[src/rtl/noc_pkg.sv]
// Shared mesh-NoC definitions: port indices, XY route and round-robin pick helpers.
package noc_pkg;

   localparam int NUM_PORTS = 5;
   localparam int CRD_MAX_W = 16;

   typedef logic [2:0] port_idx_t;

   localparam port_idx_t PORT_E = 3'd0;
   localparam port_idx_t PORT_W = 3'd1;
   localparam port_idx_t PORT_N = 3'd2;
   localparam port_idx_t PORT_S = 3'd3;
   localparam port_idx_t PORT_L = 3'd4;

   // Dimension-ordered routing: resolve X first, then Y, then deliver locally.
   function automatic port_idx_t xy_route(
      input logic [CRD_MAX_W-1:0] dx,
      input logic [CRD_MAX_W-1:0] dy,
      input logic [CRD_MAX_W-1:0] xc,
      input logic [CRD_MAX_W-1:0] yc
   );
      port_idx_t res;
      if (dx > xc) begin
         res = PORT_E;
      end else if (dx < xc) begin
         res = PORT_W;
      end else if (dy > yc) begin
         res = PORT_N;
      end else if (dy < yc) begin
         res = PORT_S;
      end else begin
         res = PORT_L;
      end
      return res;
   endfunction

   // Returns {found, index} of the first requester at or after ptr, wrapping 4 -> 0.
   function automatic logic [3:0] rr_pick(
      input logic [NUM_PORTS-1:0] req,
      input port_idx_t            ptr
   );
      logic [3:0] res;
      int         idx;
      res = 4'd0;
      for (int k = 0; k < NUM_PORTS; k++) begin
         idx = int'(ptr) + k;
         if (idx >= NUM_PORTS) begin
            idx = idx - NUM_PORTS;
         end else begin
            idx = idx;
         end
         if (!res[3] && req[idx]) begin
            res = {1'b1, port_idx_t'(idx)};
         end else begin
            res = res;
         end
      end
      return res;
   endfunction

   function automatic port_idx_t rr_next(input port_idx_t w);
      return (w >= PORT_L) ? PORT_E : port_idx_t'(w + 3'd1);
   endfunction

endpackage

[src/rtl/noc_fifo.sv]
// Single-clock flit FIFO, power-of-two depth, head visible combinationally.
module noc_fifo #(
   parameter int FLIT_W     = 64,
   parameter int FIFO_DEPTH = 4
) (
   input  logic              clk,
   input  logic              reset,
   input  logic              i_push,
   input  logic [FLIT_W-1:0] i_data,
   input  logic              i_pop,
   output logic [FLIT_W-1:0] o_head,
   output logic              o_not_empty,
   output logic              o_not_full
);

   localparam int AW = (FIFO_DEPTH > 1) ? $clog2(FIFO_DEPTH) : 1;
   localparam logic [AW-1:0] PTR_ONE = AW'(1);
   localparam logic [AW:0]   CNT_ONE = (AW+1)'(1);
   localparam logic [AW:0]   CNT_MAX = (AW+1)'(FIFO_DEPTH);

   logic [FLIT_W-1:0] r_mem [FIFO_DEPTH];
   logic [AW-1:0]     r_wptr;
   logic [AW-1:0]     r_rptr;
   logic [AW:0]       r_count;

   // Pointer and occupancy tracking
   always_ff @(posedge clk) begin
      if (reset) begin
         r_wptr  <= '0;
         r_rptr  <= '0;
         r_count <= '0;
      end else begin
         if (i_push) r_wptr <= r_wptr + PTR_ONE;
         if (i_pop)  r_rptr <= r_rptr + PTR_ONE;
         case ({i_push, i_pop})
            2'b10:   r_count <= r_count + CNT_ONE;
            2'b01:   r_count <= r_count - CNT_ONE;
            default: r_count <= r_count;
         endcase
      end
   end

   // Payload storage needs no reset: occupancy gates every read
   always_ff @(posedge clk) begin
      if (i_push) r_mem[r_wptr] <= i_data;
   end

   assign o_head      = r_mem[r_rptr];
   assign o_not_empty = (r_count != '0);
   assign o_not_full  = (r_count < CNT_MAX);

endmodule

[src/rtl/xy_mesh_router.sv]
// 5-port XY mesh router: input FIFOs, per-output round-robin, registered outputs.
// Optional forwarded-flit counters on flit_cnt when ROUTER_STATS_EN is defined.
module xy_mesh_router
   import noc_pkg::*;
#(
   parameter int FLIT_W     = 64,
   parameter int FIFO_DEPTH = 4,
   parameter int COORD_W    = 3
) (
   input  logic                        clk,
   input  logic                        reset,
   input  logic [COORD_W-1:0]          x_cur,
   input  logic [COORD_W-1:0]          y_cur,
   input  logic [NUM_PORTS*FLIT_W-1:0] in_flit,
   input  logic [NUM_PORTS-1:0]        in_valid,
   output logic [NUM_PORTS-1:0]        in_ready,
   output logic [NUM_PORTS*FLIT_W-1:0] out_flit,
   output logic [NUM_PORTS-1:0]        out_valid,
   input  logic [NUM_PORTS-1:0]        out_ready
`ifdef ROUTER_STATS_EN
   ,
   output logic [NUM_PORTS*32-1:0]     flit_cnt
`endif
);

   logic [NUM_PORTS-1:0] w_push;
   logic [NUM_PORTS-1:0] w_pop;
   logic [NUM_PORTS-1:0] w_not_empty;
   logic [NUM_PORTS-1:0] w_not_full;
   logic [FLIT_W-1:0]    w_head [NUM_PORTS];
   port_idx_t            w_route [NUM_PORTS];
   logic [NUM_PORTS-1:0] w_req [NUM_PORTS];
   logic [3:0]           w_pick [NUM_PORTS];
   logic [NUM_PORTS-1:0] w_grant;
   port_idx_t            w_win [NUM_PORTS];
   logic [FLIT_W-1:0]    w_sel_flit [NUM_PORTS];

   logic [FLIT_W-1:0]    r_out_flit [NUM_PORTS];
   logic [NUM_PORTS-1:0] r_out_valid;
   port_idx_t            r_rr [NUM_PORTS];

   assign in_ready = {NUM_PORTS{~reset}} & w_not_full;
   assign w_push   = in_valid & in_ready;

   for (genvar p = 0; p < NUM_PORTS; p++) begin : g_port
      noc_fifo #(
         .FLIT_W     (FLIT_W),
         .FIFO_DEPTH (FIFO_DEPTH)
      ) u_fifo (
         .clk         (clk),
         .reset       (reset),
         .i_push      (w_push[p]),
         .i_data      (in_flit[p*FLIT_W +: FLIT_W]),
         .i_pop       (w_pop[p]),
         .o_head      (w_head[p]),
         .o_not_empty (w_not_empty[p]),
         .o_not_full  (w_not_full[p])
      );
      assign out_flit[p*FLIT_W +: FLIT_W] = r_out_flit[p];
   end

   assign out_valid = r_out_valid;

   // Route each FIFO head afresh every cycle, then arbitrate per output
   always_comb begin
      for (int p = 0; p < NUM_PORTS; p++) begin
         w_route[p] = xy_route(
            CRD_MAX_W'(w_head[p][FLIT_W-1 -: COORD_W]),
            CRD_MAX_W'(w_head[p][FLIT_W-1-COORD_W -: COORD_W]),
            CRD_MAX_W'(x_cur),
            CRD_MAX_W'(y_cur));
      end
      for (int o = 0; o < NUM_PORTS; o++) begin
         for (int i = 0; i < NUM_PORTS; i++) begin
            w_req[o][i] = w_not_empty[i] && (w_route[i] == port_idx_t'(o));
         end
         w_pick[o] = rr_pick(w_req[o], r_rr[o]);
         if (w_pick[o][3] && (!r_out_valid[o] || out_ready[o])) begin
            w_grant[o] = 1'b1;
            w_win[o]   = w_pick[o][2:0];
         end else begin
            w_grant[o] = 1'b0;
            w_win[o]   = PORT_E;
         end
         w_sel_flit[o] = w_head[w_win[o]];
      end
      // XY routing sends each head to exactly one output, so pops never collide
      for (int i = 0; i < NUM_PORTS; i++) begin
         w_pop[i] = 1'b0;
         for (int o = 0; o < NUM_PORTS; o++) begin
            w_pop[i] = w_pop[i] | (w_grant[o] && (w_win[o] == port_idx_t'(i)));
         end
      end
   end

   // Output registers and round-robin pointers
   always_ff @(posedge clk) begin
      if (reset) begin
         for (int o = 0; o < NUM_PORTS; o++) begin
            r_out_flit[o]  <= '0;
            r_out_valid[o] <= 1'b0;
            r_rr[o]        <= PORT_E;
         end
      end else begin
         for (int o = 0; o < NUM_PORTS; o++) begin
            if (w_grant[o]) begin
               r_out_flit[o]  <= w_sel_flit[o];
               r_out_valid[o] <= 1'b1;
               r_rr[o]        <= rr_next(w_win[o]);
            end else if (out_ready[o]) begin
               r_out_valid[o] <= 1'b0;
            end
         end
      end
   end

`ifdef ROUTER_STATS_EN
   logic [NUM_PORTS-1:0][31:0] r_cnt;

   // Count downstream handshakes; 32-bit wrap is intended
   always_ff @(posedge clk) begin
      if (reset) begin
         r_cnt <= '0;
      end else begin
         for (int o = 0; o < NUM_PORTS; o++) begin
            if (r_out_valid[o] && out_ready[o]) r_cnt[o] <= r_cnt[o] + 32'd1;
         end
      end
   end

   assign flit_cnt = r_cnt;
`endif

endmodule
[config.mk]
export PLATFORM = sky130hd
export DESIGN_NAME = xy_mesh_router
export DESIGN_NICKNAME = d
export VERILOG_FILES = /design/src/rtl/noc_pkg.sv /design/src/rtl/noc_fifo.sv /design/src/rtl/xy_mesh_router.sv
export SDC_FILE = /design/constraint.sdc
export NUM_CORES = 2
export LEC_CHECK = 0
export CELL_PAD_IN_SITES_DETAIL_PLACEMENT = 1
export CELL_PAD_IN_SITES_GLOBAL_PLACEMENT = 2
export CORE_MARGIN = 5
export CORE_UTILIZATION = 39
export DETAILED_ROUTE_END_ITERATION = 12
export GPL_TIMING_DRIVEN = 0
export HOLD_SLACK_MARGIN = 0.02
export PLACE_DENSITY_LB_ADDON = 0.2
export SLEW_MARGIN = 25
export SYNTH_ARGS = -nofsm -noshare
export SYNTH_HDL_FRONTEND = slang
export SYNTH_SLANG_ARGS = --single-unit
[constraint.sdc]
create_clock -name clk -period 6.3 [get_ports clk]
set_input_delay 1.575 -clock clk [delete_from_list [all_inputs] [get_ports clk]]
set_output_delay 1.575 -clock clk [all_outputs]
set_load 0.05 [all_outputs]
; ---- After elaboration in Yosys (flattened, before gate mapping)
; Memories as Yosys holds them, arrays and structs flattened. A register that Yosys moved wholly into a read port is not among the register bits.
; Cells that the tools add are included.
[word_totals]
register_bits = 40
latch_bits = 0
ram_bits = 1615
mem_bits_ro = 0
inputBits = 338
out_inout_bits = 330
wordCells = 637
memories = 7
[op_classes]
addsub = 70
mul = 0
div = 0
magnitude_cmp = 85
eq_ne = 50
shifts = 0
n_mux = 237
bitwise_logic = 38
reduce_logical = 130
[memory_table]
columns = memory, words, width, read_ports, rd_clocked_by_memory_dff, wr, line
row1 = r_out_flit, 5, 64, 5, 0, 5, xy_mesh_router.sv:38  ; logic [FLIT_W-1:0] r_out_flit [NUM_PORTS];
row2 = g_port[0].u_fifo.r_mem, 4, 64, 1, 1, 1, noc_fifo.sv:21  ; logic [FLIT_W-1:0] r_mem [FIFO_DEPTH];
row3 = g_port[1].u_fifo.r_mem, 4, 64, 1, 1, 1, noc_fifo.sv:21
row4 = g_port[2].u_fifo.r_mem, 4, 64, 1, 1, 1, noc_fifo.sv:21
row5 = g_port[3].u_fifo.r_mem, 4, 64, 1, 1, 1, noc_fifo.sv:21
row6 = g_port[4].u_fifo.r_mem, 4, 64, 1, 1, 1, noc_fifo.sv:21
row7 = +1 memories, -, -, -, -, -, -
[op_table]
columns = cell, count
row1 = binary-select mux 64 bit (select 3 bit), 5
row2 = 2-to-1 mux 64 bit, 15
row3 = "less-than comparator 32 x 5 -> 1 bit, second input constant", 25
row4 = 2-to-1 mux 32 bit, 25
row5 = 2-to-1 mux 3 bit, 35
row6 = 2-to-1 mux 4 bit, 25
row7 = "subtractor 4 x 3 -> 5 bit, second input constant", 20
row8 = 2-to-1 mux 1 bit, 92
row9 = "greater-or-equal comparator 4 x 3 -> 1 bit, second input constant", 20
row10 = binary-select mux 1 bit (select 3 bit), 25
row11 = logical AND 1 bit, 75
row12 = "== test 3 x 2 -> 1 bit, second input constant", 20
row13 = "adder 3 x 2 -> 4 bit, second input constant", 10
row14 = "adder 3 x 1 -> 3 bit, second input constant", 10
row15 = "== test 3 x 1 -> 1 bit, second input constant", 10
row16 = "== test 3 bit, second input constant", 10
row17 = "greater-or-equal comparator 3 bit, second input constant", 10
row18 = > comparator 3 bit, 10
row19 = zero test 3 bit, 10
row20 = less-than comparator 3 bit, 10
row21 = OR 1 bit, 30
row22 = one-hot mux 3 bit (2 select lines), 5
row23 = zero test 1 bit, 25
row24 = "adder 2 x 1 -> 2 bit, second input constant", 10
row25 = 15 further kinds, 78

; ---- Logic depth before layout (Yosys ltp)
[logic_depth]
ltp_word = 33
depth_mapped = 28
depth_no_buf = 24

; ---- Cells and area by module
; A second synthesis with hierarchy kept.
[unflattened]
hier_cells = 5229
hier_area_um2 = 78616.6
[by_module_without_submodules]
columns = mod, n_inst, cells_each, area_each_um2, seq_area_each_um2
row1 = noc_fifo, 5, 381, 9741.8, 7867.5
row2 = xy_mesh_router, 1, 3324, 29907.4, 10159.7

; ---- Worst setup path after synthesis
; OpenSTA, ideal clock, no wires.
[synth_path]
path_type = register -> register
start = register (tool-made name)
end = register g_port[3].u_fifo.r_count[2]
setup_time_ns = 0.071
arrival_time_ns = 6.824
required_time_ns = 6.229
setup_slack_ns = -0.595
path_stages_with_launch = 27
n_path_buf = 4
period_less_slack_ns = 6.895
cell_sequence = dfxtp_1 -> clkbuf_1 -> buf_1 -> mux4_2 -> ha_1 -> nand3_1 -> a2111oi_1 -> a22oi_1 -> or4_1 -> nand2_1 -> nor4_1 -> o2bb2ai_1 -> o21ai_1 -> and2_1 -> clkbuf_1 -> clkbuf_1 -> ha_1 -> ha_1 -> a22o_1 -> a211oi_1 -> inv_1 -> ha_1 -> inv_1 -> fa_1 -> xor2_1 -> or3_1 -> a21oi_1
[synth_lines]
columns = item, line
row1 = "end signal, assigned", noc_fifo.sv:36  ; 2'b10: r_count <= r_count + CNT_ONE;
row2 = "end signal, assigned", noc_fifo.sv:37  ; 2'b01: r_count <= r_count - CNT_ONE;
row3 = "end signal, assigned", noc_fifo.sv:38  ; default: r_count <= r_count;
row4 = "end, declared", noc_fifo.sv:24  ; logic [AW:0] r_count;

==> impl_metrics.json <==
{
  "grt_pass1_wl_um": 465000,
  "yosys.area.top_type": "edfxtp_1",
  "dieArea_mm2": 0.2102,
  "worstHoldStart": "g_port[0].u_fifo.r_count[1]",
  "htree_levels": 4,
  "syn_area_per_cell_um2": 15.70,
  "min_path_type": "reg -> reg",
  "vias": 56133,
  "grt_overflow": 0,
  "yosysSeqAreaShare_pct": 63.09,
  "vias_per_cell": 6.295,
  "grt_use_total_pct": 31.86,
  "first_pass_iters": 7,
  "portBuffers": 666,
  "finClkSkew_ns": 0.05149,
  "cts.reportedPaths.clkPinSlew_ns": 0.07,
  "gp_congestion": 0.9241,
  "synth-seq-cells": 1665,
  "layout-drive-gt1-share_pct": 21.91,
  "status": "complete, but fails checks",
  "finalNetCount": 6537,
  "relSlewSlack_pct": 18.87,
  "crit_type": "reg -> reg",
  "cts_buffers": 180,
  "core_mm2": 0.1999,
  "ys_top_cells_by_count": "1615 x edfxtp_1, 540 x mux2i_1, 322 x mux4_2",
  "violations": "setup timing",
  "netlist_area_mm2": 0.07845,
  "setup_violations": 4,
  "drtIter0Drc": 6956,
  "yosys_most_used_dff": "edfxtp_1",
  "synth_area_leaders": "edfxtp_1 62%, mux4_2 9.2%, mux2i_1 6.9%",
  "routed_wl_um": 345800,
  "clk_latency_ns": 0.87,
  "antenna_found_initial": 82,
  "final_max_slew_viol_count": 0,
  "cp-start-kind": "flip-flop",
  "postSynthCellCount": 4996,
  "dp_hpwl_um": 253000,
  "drc_errors": 0,
  "crit_required_ns": 7.06,
  "syn_to_final_growth_pct": 26.77,
  "maxClockFrequency_ghz": 0.1548,
  "synth_nets": 5477,
  "yosysUniqueCellTypes": 90,
  "fp.dieW_um": 458.5,
  "pin_count": 668,
  "slowest_stage": "mux4_2",
  "n_fill_cell": 19333,
  "postLayoutCoreUtil_pct": 49.76,
  "cp_common_cell": "clkbuf_16",
  "cp.arrival_ns": 7.22,
  "initial_core_util_pct": 39.25,
  "layout_setup_ws_ns": -0.1606,
  "clock-root-buffer": "clkbuf_16",
  "grt_max_degree": 37,
  "worstMarginPinSlew_ns": 1.217,
  "crit_fanout": 11,
  "rsz0062_at_grt": "true",
  "cts_tree": "built",
  "rows": 164,
  "die_h_um": 458.5,
  "grt_pass1_vias": 55838,
  "postCtsHoldBufs": 0,
  "synthArstFlopShare_pct": 0,
  "slowest_delay_ns": 0.62,
  "ant_nets": 0,
  "wl_per_cell_um": 38.78,
  "clkSinkCount": 1665,
  "layout_min_cycle_time_ns": 6.461,
  "min_period_over_period_pct": 102.5,
  "hold_viol": 0,
  "ys_warn_count": 0,
  "cts_buffer_depth": 3,
  "yosysMostFrequentCell": "edfxtp_1",
  "synth_edf_count": 1615,
  "yosysTopAreaCellShare_pct": 61.82,
  "end_kind": "flip-flop",
  "maxCapViolCount": 0
}
[logic make-up after synthesis]
family / Yosys count / synth area share, %
compound gates: 968 / 8.990
xor+xnor: 41 / 0.4816
fa+ha+maj: 143 / 2.329
mux: 996 / 18.06
flops: 1665 / 63.09
buf+inv: 434 / 2.217
simple gates: 749 / 4.832
[through the flow]
step	worst slack, ns	TNS [ns]	instance area [µm²]	cells	hold WS [ns]
floorplan	0.02274	0	78510	4996	0.4719
global placement	-6.138	-3942.72	88500	8318	0.4935
detailed placement	-3.116	-804.92	90340	8386	0.5163
CTS	-0.1460	-0.2510	98280	8805	0.5295
global route	-0.2582	-0.7052	99430	8907	0.5568
finish	-0.1606	-0.2749	99450	8917	0.5220
[flip-flops by register name (all words and copies together), names as in the netlist, named ones only]
name	flops
g_port.u_fifo.r_count	15
g_port.u_fifo.r_mem	1280
g_port.u_fifo.r_rptr	10
g_port.u_fifo.r_wptr	10
out_valid	5
r_out_flit	320
r_rr	15
[critical path: cells and delay by family (launching register included)]
kind	cells	cell delay, ns
compound gates	5	1.17
xor+xnor	1	0.07
fa+ha+maj	5	1.03
buf+inv	10	1.40
flops	1	0.34
mux	1	0.62
simple gates	7	1.66
[cells in the final DEF, fill, tap and decap left out, types with 53 or more instances in the layout]
| cell type | count |
|---|---|
| mux2_2 | 134 |
| mux4_2 | 322 |
| clkbuf_16 | 193 |
| clkbuf_1 | 191 |
| diode_2 | 53 |
| inv_1 | 78 |
| a22oi_1 | 78 |
| buf_4 | 165 |
| edfxtp_1 | 1615 |
| ha_1 | 121 |
| mux2i_1 | 539 |
| buf_2 | 55 |
| a221oi_1 | 151 |
| nor2_1 | 91 |
| o21ai_0 | 65 |
| nand3_1 | 94 |
| a21oi_1 | 182 |
| a31oi_1 | 73 |
| nand2_1 | 223 |
| o21a_1 | 62 |
| a222oi_1 | 58 |
| clkdlybuf4s50_1 | 664 |
[cell type report]
class                           instances  area [µm²]  share of cell area, %
Sequential cell                      1665       49500                  49.77
Timing Repair Buffer                  890        9457                  9.509
Buffer                                320        1968                  1.979
Antenna cell                           53       132.6                 0.1334
Inverter                              102       447.9                 0.4504
Clock inverter                        110        1184                  1.190
Clock buffer                          224        4712                  4.738
Tap cell                             2656        3323                  3.342
Multi-Input combinational cell       2897       28730                  28.88
[final timing paths]
path	end	slack (ns)	cells after the start
worst max register to register	g_port[3].u_fifo.r_count[2]	-0.16	29
worst max-delay path	g_port[3].u_fifo.r_count[2]	-0.16	29
worst min-delay path	g_port[0].u_fifo.r_count[1]	0.52	2
worst min register to register	g_port[0].u_fifo.r_count[1]	0.52	2
[repair_timing]
| action | CTS | global route |
|---|---|---|
| buffers inserted | 93 | 64 |
| endpoints found under the setup margin | 600 | 154 |
| pin swaps | 37 | 34 |
| resized for setup | 312 | 133 |
[per-layer routing]
metal,wire length [µm],up-vias,track usage (%)
li1,-,22668,-
met1,133300,29560,40.73
met2,162100,3160,50.59
met3,27220,731,6.326
met4,22830,14,18.82
met5,286,-,0
Power is left out: the tool's default activity adds up to more than one toggle a clock period on the data nets, which glitch-free logic cannot reach.
